[src/rtl/piezo_tune_sched.sv]
// piezo_tune_sched: arbitrates alert requesters and issues one tune's notes over a vld/rdy + done handshake
// Optional feature macro: TUNE_SCHED_PREEMPT_EN (urgent FAST tune preempts STEER/BATT at a note boundary)
module piezo_tune_sched #(
  parameter logic        FAST_SIM   = 1'b1,
  parameter logic [27:0] REPEAT_CNT = 28'h8F0D180
) (
  input  logic        clk,
  input  logic        rst_n,
  input  logic        too_fast,
  input  logic        batt_low,
  input  logic        en_steer,
  input  logic        note_rdy,
  input  logic        note_done,
  output logic        note_vld,
  output logic [14:0] note_prd,
  output logic [24:0] note_dur,
  output logic [1:0]  tune_id,
  output logic        busy
);
  typedef enum logic [1:0] {IDLE, ISSUE, PLAY} state_t;
  localparam logic [1:0] NONE = 2'd0, STEER = 2'd1, BATT = 2'd2, FAST = 2'd3;
  localparam logic [14:0] G6 = 15'h7C90, C7 = 15'h5D51, E7 = 15'h4A11, G7 = 15'h3E48;
  localparam logic [27:0] STEP = FAST_SIM ? 28'd64 : 28'd1;
  state_t      state;
  logic [27:0] rpt_cntr;
  logic [2:0]  idx;
  logic        rpt;
  logic        last;
  logic        preempt;
  logic        go_on;
  logic [1:0]  start_tune;
  logic [1:0]  nxt_tune;
  logic [2:0]  nxt_idx;
  // BATT walks the STEER table backwards; FAST uses the first three STEER notes
  function automatic logic [39:0] note_of(input logic [1:0] t, input logic [2:0] i);
    logic [2:0] k;
    k = (t == BATT) ? 3'd5 - i : i;
    case (k)
      3'd0:    note_of = {G6, 25'h07FFFFF};
      3'd1:    note_of = {C7, 25'h07FFFFF};
      3'd2:    note_of = {E7, 25'h07FFFFF};
      3'd3:    note_of = {G7, 25'h0BFFFFF};
      3'd4:    note_of = {E7, 25'h03FFFFF};
      default: note_of = {G7, 25'h1FFFFFF};
    endcase
  endfunction
  assign rpt        = rpt_cntr >= REPEAT_CNT;
  assign busy       = state != IDLE;
  assign start_tune = too_fast ? FAST : (rpt && batt_low) ? BATT : (rpt && en_steer) ? STEER : NONE;
  assign last       = (tune_id == FAST) ? (idx == 3'd2) : (idx == 3'd5);
`ifdef TUNE_SCHED_PREEMPT_EN
  assign preempt    = too_fast && (tune_id == STEER || tune_id == BATT);
`else
  assign preempt    = 1'b0;
`endif
  assign go_on      = preempt || !last || (tune_id == FAST && too_fast);
  assign nxt_tune   = preempt ? FAST : tune_id;
  assign nxt_idx    = (preempt || last) ? 3'd0 : idx + 3'd1;
  always_ff @(posedge clk or negedge rst_n) begin
    if (!rst_n) begin
      state    <= IDLE;
      rpt_cntr <= '0;
      idx      <= '0;
      tune_id  <= NONE;
      note_vld <= 1'b0;
      note_prd <= '0;
      note_dur <= '0;
    end else begin
      rpt_cntr <= rpt ? 28'd0 : rpt_cntr + STEP;
      case (state)
        IDLE: if (start_tune != NONE) begin
          tune_id              <= start_tune;
          idx                  <= 3'd0;
          {note_prd, note_dur} <= note_of(start_tune, 3'd0);
          note_vld             <= 1'b1;
          state                <= ISSUE;
        end
        ISSUE: if (note_rdy) begin
          note_vld <= 1'b0;
          state    <= PLAY;
        end
        PLAY: if (note_done) begin
          if (go_on) begin
            tune_id              <= nxt_tune;
            idx                  <= nxt_idx;
            {note_prd, note_dur} <= note_of(nxt_tune, nxt_idx);
            note_vld             <= 1'b1;
            state                <= ISSUE;
          end else begin
            tune_id <= NONE;
            idx     <= 3'd0;
            state   <= IDLE;
          end
        end
        default: state <= IDLE;
      endcase
    end
  end
endmodule
[config.mk]
export PLATFORM = sky130hd
export DESIGN_NAME = piezo_tune_sched
export DESIGN_NICKNAME = d
export VERILOG_FILES = /design/src/rtl/piezo_tune_sched.sv
export SDC_FILE = /design/constraint.sdc
export NUM_CORES = 1
export LEC_CHECK = 0
export CORE_AREA = 2 2 101 103
export CTS_BUF_LIST = sky130_fd_sc_hd__clkbuf_16
export DETAILED_ROUTE_END_ITERATION = 7
export DIE_AREA = 0 0 103 105
export GPL_ROUTABILITY_DRIVEN = 0
export SLEW_MARGIN = 20
export SYNTH_ARGS = -nofsm -noshare
export SYNTH_HDL_FRONTEND = slang
export SYNTH_SLANG_ARGS = --single-unit
export TNS_END_PERCENT = 1
[constraint.sdc]
create_clock -name clk -period 2.45 [get_ports clk]
set_input_delay 0.3675 -clock clk [delete_from_list [all_inputs] [get_ports clk]]
set_output_delay 0.3675 -clock clk [all_outputs]
set_load 0.1 [all_outputs]
==> flow_summary.toml, run 1 <==
[outcome]
outcome = "completed"

[die]
start_util_pct = 24.9
die_w_um = 103
rows = 36
die_y_um = 105
io_pins = 51
dieArea_sq_um = 10800
core_area_sq_um = 9640

[sta]
fin_crit_ps = 2300
maxClockFrequency_mhz = 434
tightest_slew_ps = 937
slew_headroom_pct = 37.5
holdWs_ps = 231
final_max_slew_viol_count = 0
skew_ps = 6.15
setup_violations = 0
hold_viol = 0
timing.final.crit_share_pct = 94.1
rsz0062_at_grt = "yes"
setup_tns_ps = 0

[synthesis]
yosys_warnings = 0
synth_seq_area_share_pct = 43.8
synth_area_leaders = "dfrtp_1 44%, buf_4 8.8%, xor2_1 4.7%"
synthFlopType = "dfrtp_1"
synth_top_area_cell = "dfrtp_1"
synth_area_sq_um = 2400
synth_edf_count = 0
syn_inst = 260
async_flop_share_pct = 100
synth_cell_types = 50
synth_seq_cells = 42
netlist.area_leader.share_pct = 43.8
synth.avg_cell_area_sq_um = 9.23

[placed_design]
port_buffers = 47
dp.cells = 416
place_hpwl_mm = 3.84

[cells_and_area]
final_common_cell = "buf_4"
layout-drive-gt1-share_pct = 23.4
antenna_cells = 0
n_fill_cell = 1030
area_delta_synth_final_pct = 21.3
layout_common_cells = "48 x buf_4, 42 x dfrtp_1, 30 x nor2_1"
stdcell_count = 423
layout.nets = 300

[routing]
first_pass_iters = 4
dr.first_iter.drc_count = 77
vias_per_cell = 4.56
drc = 0
wirelength_mm = 5.36
antenna_left = 0
vias = 1927
wl_per_cell_um = 12.7

[setup_path]
crit_chain = "inv_1 > ha_1 > o21ai_1 > a211o_1 > a2111oi_2 > or2_1 > nand3_2 > o22a_1"
endpoint = "note_prd[4]"
r2r_start = "rpt_cntr[6]"
rr_worst_depth = 8
cp_num_cells = 8
cp_slowest_cell = "dfrtp_1"
cp_num_buf_inv = 1
path_class = "flop to flop"
r2r_end = "note_prd[4]"
critPathRequiredTime_ps = 2610
cp_top_family = "compound AO/OA/AOI/OAI gates"
startpoint = "rpt_cntr[6]"
cp-start-kind = "flop"
worstPathMaxFanout = 7
critPathCaptureType = "flop"
reg2reg_slack_ps = 150
worstPathArrival_ps = 2460
cpPeakStageDelay_ps = 430

[clock_tree]
clk_latency_ps = 280
htree_levels = 2
numCtsBuffers = 5
ctsResizeCount = 0
cts-root-buf = "clkbuf_16"
clkTransAtPathRegs_ps = 60
clock_sinks = 42
cts_tree = "built"
clock_path_buffers = 2

[grt]
grt_pass1_wl_mm = 8.77
grt_pass1_vias = 1833
grt_max_degree = 43
grt_usage_pct = 10.1
antenna_found_initial = 0
grt.overflow.total = 0

[worst_hold_path]
hold_path_class = "input pin to async pin"

[power_and_ir_drop]
p_leak_nw = 1.27
power_density_nw_per_um2 = 1140
vdd.ir_drop.worst_uv = 613

[flow_run]
maxCapViolations = 0
==> per-stage QoR <==
| stage | util, % | power (mW) | cell area (sq um) | worst slack [ps] |
|---|---|---|---|---|
| 2_1_floorplan | - | 2.25 | 2410 | 12.7 |
| 3_3_place_gp | 28.5 | 2.58 | 2750 | 213 |
| 3_5_place_dp | 28.5 | 2.60 | 2750 | 166 |
| 4_1_cts | 30.2 | 3.34 | 2910 | 146 |
| 5_1_grt | 30.2 | 3.48 | 2910 | -85.4 |
| 6_report | 30.2 | 3.32 | 2910 | 145 |
==> cells in the mapped netlist, types with 3 or more instances <==
library cell and count:
xor2_1 13, nand3_1 14, nor2_1 30, o22ai_1 3
dfrtp_1 42, inv_1 10, o31ai_1 3, nand4_1 3
nand2_1 20, a21oi_1 8, o21ai_0 10, nor3_1 4
or3_1 4, o21ai_1 6, a31oi_1 7, nand2b_1 4
clkbuf_1 3, xnor2_1 4, and4_1 3, buf_4 28
and3_1 4, ha_1 3
==> worst min-delay path by stage <==
stage                         endpoint  cells after the start
after floorplan                 idx[0]                      0
after global placement    note_dur[24]                      2
after detailed placement   note_prd[0]                      2
after CTS                       idx[2]                      1
after global routing            idx[2]                      1
final                           idx[0]                      1
==> kinds of logic after synthesis <==
logic type / share of synthesized area (%)
multiplexers: 0.417
AO/OA/AOI/OAI: 15.5
adder cells (fa/ha/maj): 1.56
flip-flops: 43.8
other: 0.156
AND/OR/NAND/NOR: 20.9
buffers and inverters: 11.5
XOR/XNOR: 6.20
==> sequential cells by signal, summed over array words and instances (netlist names) <==
name and count:
idx 3, note_dur 4, note_prd 8, note_vld 1
rpt_cntr 22, state 2, tune_id 2
==> worst register-to-register path: cells and delay by family, from the launching register on <==
family	cells	cell delay, ps
buf+inv	1	80
simple gates	2	480
compound gates	4	1040
fa+ha+maj	1	140
flops	1	430
==> timing repair <==
| action | CTS | global route |
|---|---|---|
| setup endpoints to repair | 0 | 8 |
| hold buffers | 0 | 0 |
| setup buffers | 0 | 0 |
==> final cells by class <==
type,count,area (sq um),share of cell area (%)
inverter,10,37.5,1.29
timing repair buffer,54,415,14.3
clock buffer,5,125,4.30
sequential,42,1050,36.1
tap,133,166,5.72
clock inverter,2,33.8,1.16
multi-input combinational,177,1080,37.1
==> layer usage <==
metal	up-vias	wire length, um	global-route usage [%]
met1	932	2390	12.3
met2	51	2630	17.1
met4	0	62	2.91
met3	8	277	3.01
met5	-	0	0
li1	936	-	-
==> power breakdown <==
part / internal [mW] / switching (mW)
Clock: 0.471 / 0.248
Combinational: 0.394 / 1.27
Sequential: 0.806 / 0.131
Total: 1.67 / 1.65
No activity file was read; power rests on OpenSTA's default activity.
==> inputs of run 2 (changes only) <==
- CORE_AREA: 2 2 101 103 -> 2 2 93 95
- DIE_AREA: 0 0 103 105 -> 0 0 95 97
==> run 2 against run 1 <==
First-iteration DRC count fell by 45%. Setup slack better by 97 ps. Worst hold slack lost 11 ps. Cell area fell by 1.8%. Non-clock buffer count did not move. Combinational power barely moved. Routed wire length down 2.1%. Final cell count down 6.4%. Critical endpoint is now idx[1]. Highest routed layer unchanged.
==> flow_summary.toml, run 2 (synthesized netlist as in run 1, its figures left out) <==
[outcome]
outcome = "completed"

[setup_path]
cp_num_cells = 8
reg2reg_slack_ps = 240
cp_num_buf_inv = 1
critPathCaptureType = "flop"
path_class = "flop to flop"
worstPathMaxFanout = 7
r2r_start = "rpt_cntr[6]"
cp-start-kind = "flop"
rr_worst_depth = 8
cp_slowest_cell = "a2111oi_2"
worstPathArrival_ps = 2360
critPathRequiredTime_ps = 2600
cp_top_family = "compound AO/OA/AOI/OAI gates"
cpPeakStageDelay_ps = 460
r2r_end = "idx[1]"
crit_chain = "inv_1 > ha_1 > o21ai_1 > a211o_1 > a2111oi_2 > or2_4 > a21boi_2 > o32ai_1"

[clock_tree]
postCtsSetupBuffers = 0
numCtsBuffers = 5
cts-root-buf = "clkbuf_16"
clock_sinks = 42
clkTransAtPathRegs_ps = 60
clk_latency_ps = 280
htree_levels = 2
cts_tree = "built"
clock_path_buffers = 2

[sta]
tightest_slew_ps = 930
setup_violations = 0
maxClockFrequency_mhz = 453
rsz0062_at_grt = "no"
fin_crit_ps = 2210
holdWs_ps = 221
final_max_slew_viol_count = 0
timing.final.crit_share_pct = 90.1
slew_headroom_pct = 38.0
setup_tns_ps = 0
skew_ps = 5.83
hold_viol = 0

[cells_and_area]
layout-drive-gt1-share_pct = 23.7
area_delta_synth_final_pct = 19.1
antenna_cells = 0
stdcell_count = 396
final_common_cell = "buf_4"
layout_common_cells = "48 x buf_4, 42 x dfrtp_1, 30 x nor2_1"
largest_reg_flops = 22
layout.nets = 300
fin_util_pct = 35.1
reg_top3 = "rpt_cntr x22, note_prd x8, note_dur x4"
largest_register = "rpt_cntr"

[routing]
vias = 1894
antenna_left = 0
vias_per_cell = 4.78
wirelength_mm = 5.24
wl_per_cell_um = 13.2
dr.first_iter.drc_count = 42
drc = 0
first_pass_iters = 4

[die]
dieArea_sq_um = 9220
rows = 33
core_area_sq_um = 8130
io_pins = 51
die_y_um = 97
die_w_um = 95
start_util_pct = 29.5

[worst_hold_path]
hold_path_class = "input pin to async pin"

[power_and_ir_drop]
fin_total_pwr_mw = 3.22
power_density_nw_per_um2 = 1130
p_leak_nw = 1.26
vdd.ir_drop.worst_uv = 372

[grt]
grt_usage_pct = 12.0
grt.overflow.total = 0
grt_pass1_vias = 1851
antenna_found_initial = 0
grt_pass1_wl_mm = 8.86
grt_max_degree = 43

[placed_design]
dp.cells = 388
place_hpwl_mm = 3.83
port_buffers = 47

[flow_run]
maxCapViolations = 0
run 2: changes by cell type in the layout (fill, tap and decap cells not counted):
| cell | before | now |
|---|---|---|
| clkinv_1 | 1 | 3 |
| bufinv_16 | 1 | 0 |
| o21ai_1 | 6 | 5 |
| o21ai_2 | 1 | 2 |
| or2_1 | 1 | 0 |
| or2_4 | 0 | 1 |
run 2: cell type report:
class	instances	area (sq um)
Timing Repair Buffer	54	415
Sequential cell	42	1050
Multi-Input combinational cell	177	1090
Clock inverter	3	11.3
Tap cell	105	131
Fill cell	816	5280
Inverter	10	37.5
Clock buffer	5	125
run 2: worst register-to-register path, cell delays in order, from the launching register on:
cell and delay, ps:
dfrtp_1 430, inv_1 80, ha_1 130, o21ai_1 60
a211o_1 350, a2111oi_2 460, or2_4 250, a21boi_2 210
o32ai_1 120
run 2: worst max-delay path by stage:
stage	from	end	slack [ps]
after global placement	rpt_cntr[6]	note_prd[4]	280
final	rpt_cntr[6]	idx[1]	240
after floorplan	tune_id[1]	note_prd[8]	10
after detailed placement	rpt_cntr[6]	idx[1]	190
after CTS	rpt_cntr[6]	idx[1]	180
after global routing	rpt_cntr[6]	idx[1]	40
run 2: report_power, final:
| group | leakage, nW | switching [mW] | internal [mW] | total (mW) |
|---|---|---|---|---|
| sequential | 0.532 | 0.130 | 0.806 | 0.936 |
| clock | 0.0663 | 0.255 | 0.367 | 0.622 |
| combinational | 0.665 | 1.25 | 0.411 | 1.66 |
run 2: what timing repair did:
item,in CTS,in global routing
gates resized for setup,0,2
hold buffers,0,0
setup endpoints to repair,0,1
run 2: per-stage QoR:
| stage | area, sq um | setup slack (ps) |
|---|---|---|
| 5_1_grt | 2860 | 36.4 |
| 3_5_place_dp | 2720 | 188 |
| 6_report | 2860 | 242 |
| 4_1_cts | 2850 | 180 |
| 3_3_place_gp | 2720 | 282 |
| 2_1_floorplan | 2410 | 12.7 |
run 2: routing by layer:
layer	share of wire (%)	GRT usage [%]	vias up
li1	-	-	937
met1	45	14.5	920
met2	50	20.8	31
met3	3.6	2.49	6
met4	1.3	4.01	0
met5	0	0	-
==> inputs of run 3 (changes only) <==
- ABC_AREA: unset -> 1
- ABC_CLOCK_PERIOD_IN_PS: unset -> 2450
- CORE_AREA: 2 2 93 95 -> 2 2 98 100
- DIE_AREA: 0 0 95 97 -> 0 0 100 102
- PLACE_DENSITY: unset -> 0.62
==> run 3 against run 2 <==
Critical path type unchanged. Largest cell class unchanged. Count of clock-buffer cells in the layout stayed put. Sequential power is 2% higher. Clock skew is 2.6 ps lower. Critical endpoint is now rpt_cntr[22]. Setup slack better by 290 ps. Final cell count is 25% higher. Clock power is 20% higher. First-iteration DRC count grew to 2.6 times the previous value. Critical path depth is 4 higher. Non-clock buffer count is 6 lower.
==> flow_summary.toml, run 3 <==
[power_and_ir_drop]
internal-power_mw = 1.72
p_comb_share_pct = 53.9
p_leak_nw = 1.63
fin_total_pwr_mw = 3.69
swShare_pct = 53.4
pwr-share-seq_pct = 25.8
clkPwrFrac_pct = 20.2
vdd.ir_drop.worst_uv = 860
power_density_nw_per_um2 = 1180
p_switching_mw = 1.97

[clock_tree]
postCtsHoldBufs = 0
clock_sinks = 42
numCtsBuffers = 5
clkTransAtPathRegs_ps = 60
ctsResizeCount = 0
cts_tree = "built"
cts-root-buf = "clkbuf_16"
htree_levels = 2
postCtsSetupBuffers = 0
clock_path_buffers = 2
clk_latency_ps = 280

[sta]
timing.final.crit_share_pct = 78.5
maxClockFrequency_mhz = 520
tightest_slew_ps = 942
fin_ws_ps = 527
slew_headroom_pct = 37.2
final_max_slew_viol_count = 0
rsz0062_at_grt = "no"
hold_viol = 0
skew_ps = 3.26
fin_crit_ps = 1920
setup_tns_ps = 0
holdWs_ps = 235
setup_violations = 0

[synthesis]
synth_area_sq_um = 2690
synth_seq_cells = 42
synthTopCellsByCount = "86 x nand2_1, 42 x dfrtp_1, 41 x nor2_1"
netlist.area_leader.share_pct = 39.1
synth_cell_types = 31
yosysMostFrequentCell = "nand2_1"
synth_seq_area_share_pct = 39.1
synth.avg_cell_area_sq_um = 7.49
synthFlopType = "dfrtp_1"
synth_top_area_cell = "dfrtp_1"
syn_inst = 359
synth_area_leaders = "dfrtp_1 39%, nand2_1 12%, buf_4 8.1%"
yosys_warnings = 0
async_flop_share_pct = 100
synth_edf_count = 0

[routing]
antenna_left = 0
wirelength_mm = 5.84
highest_layer = "met4"
first_pass_iters = 4
drt-met1-wl_mm = 2.65
vias = 2262
dr.first_iter.drc_count = 108
drc = 0
dr_wl_met2_mm = 2.96
vias_per_cell = 4.56
wl_per_cell_um = 11.8
dr_wl_met3_um = 166

[setup_path]
cp-start-kind = "flop"
path_class = "flop to flop"
crit_top_cell = "nor2_2"
reg2reg_slack_ps = 530
cp_slowest_cell = "dfrtp_1"
worstPathArrival_ps = 2090
rr_worst_depth = 12
crit_chain = "ha_1 > nand2_1 > nor2_1 > inv_1 > nor2_2 > nand2_1 > nor2_2 > inv_1 > nor2_2 > nand4_1 > o21ai_1 > nor2_1"
critPathCaptureType = "flop"
r2r_end = "rpt_cntr[22]"
cpPeakStageDelay_ps = 380
r2r_start = "rpt_cntr[7]"
worstPathMaxFanout = 4
critPathRequiredTime_ps = 2620

[die]
start_util_pct = 29.5
io_pins = 51
dieArea_sq_um = 10200
rows = 35
die_w_um = 100
core_area_sq_um = 9110
die_y_um = 102

[cells_and_area]
final_common_cell = "nand2_1"
multi_input_comb_area_sq_um = 1240
layout_common_cells = "86 x nand2_1, 42 x dfrtp_1, 42 x buf_4"
fin_util_pct = 34.3
layout.nets = 394
n_fill_cell = 952
antenna_cells = 0
area_delta_synth_final_pct = 16.3
largest_reg_flops = 22
largest_register = "rpt_cntr"
reg_top3 = "rpt_cntr x22, note_prd x8, note_dur x4"
seq_area_sq_um = 1050
layout-drive-gt1-share_pct = 21.6

[placed_design]
port_buffers = 47
pre_cts_ws_ps = 533
place_hpwl_mm = 4.26

[flow_run]
maxCapViolations = 0

[worst_hold_path]
hold_path_class = "input pin to async pin"

[grt]
grt.overflow.total = 0
grt_pass1_vias = 2102
grt_usage_pct = 12.0
antenna_found_initial = 0
grt_pass1_wl_mm = 9.91
grt_max_degree = 43

[outcome]
outcome = "completed"
[run 3: cell types whose count changed in the layout (fill, tap and decap cells not counted), moves of 5 or more]
cell and change:
a31oi_1 -7, buf_4 -6, inv_1 +30, nand2_1 +66
nand2_2 +5, nand3_1 +18, nand4_1 +5, nor2_1 +11
nor2_2 +9, xor2_1 -7
[run 3: cell type report]
| type | instances | share of cell area, % |
|---|---|---|
| multi-input cells | 244 | 39.6 |
| clock inverters | 3 | 1.28 |
| well taps | 111 | 4.44 |
| inverters | 43 | 5.16 |
| flip-flops and latches | 42 | 33.6 |
| clock buffers | 5 | 4.00 |
| repair buffers | 48 | 11.8 |
[run 3: worst max-delay path, delay by kind of cell (launching register included)]
kind	cells	cell delay, ps
buffers and inverters	2	140
flip-flops	1	380
AO/OA/AOI/OAI	1	140
AND/OR/NAND/NOR	8	910
adder cells (fa/ha/maj)	1	230
[run 3: how the worst max path moves through the flow]
stage	from	end	slack (ps)	cells after the start
6_report	rpt_cntr[7]	rpt_cntr[22]	530	12
5_1_grt	rpt_cntr[7]	rpt_cntr[22]	260	12
4_1_cts	rpt_cntr[7]	rpt_cntr[22]	510	12
3_5_place_dp	too_fast	note_prd[12]	530	8
3_3_place_gp	too_fast	note_prd[8]	560	8
2_1_floorplan	tune_id[1]	note_prd[6]	310	13
[run 3: cell families after synthesis]
kind of cell | synth area share, %
adders and majority gates | 1.40
DFF | 39.1
and+or+nand+nor | 36.7
xor gates and xnor gates | 2.28
other | 0.140
buffers and inverters | 15.1
AOI/OAI and AO/OA | 5.26
[run 3: layer usage]
| metal | vias to the layer above | global-route usage [%] |
|---|---|---|
| met5 | - | 0 |
| met4 | 0 | 3.58 |
| met3 | 6 | 2.19 |
| met2 | 36 | 21.3 |
| met1 | 1064 | 15.1 |
| li1 | 1156 | - |
[run 3: power by group through the flow]
| stage | Clock, mW | Sequential (mW) | Combinational (mW) |
|---|---|---|---|
| 2_1_floorplan | 0 | 1.65 | 0.964 |
| 3_3_place_gp | 0 | 0.964 | 1.99 |
| 3_5_place_dp | 0 | 0.961 | 2.01 |
| 4_1_cts | 0.766 | 0.954 | 2.01 |
| 5_1_grt | 0.789 | 0.974 | 2.14 |
| 6_report | 0.746 | 0.954 | 1.99 |
[run 3: stage by stage]
stage               cells  instance area [sq um]
floorplan             361                   2700
global route          496                   3130
detailed placement    488                   2960
finish                496                   3130
CTS                   496                   3130
global placement      488                   2960
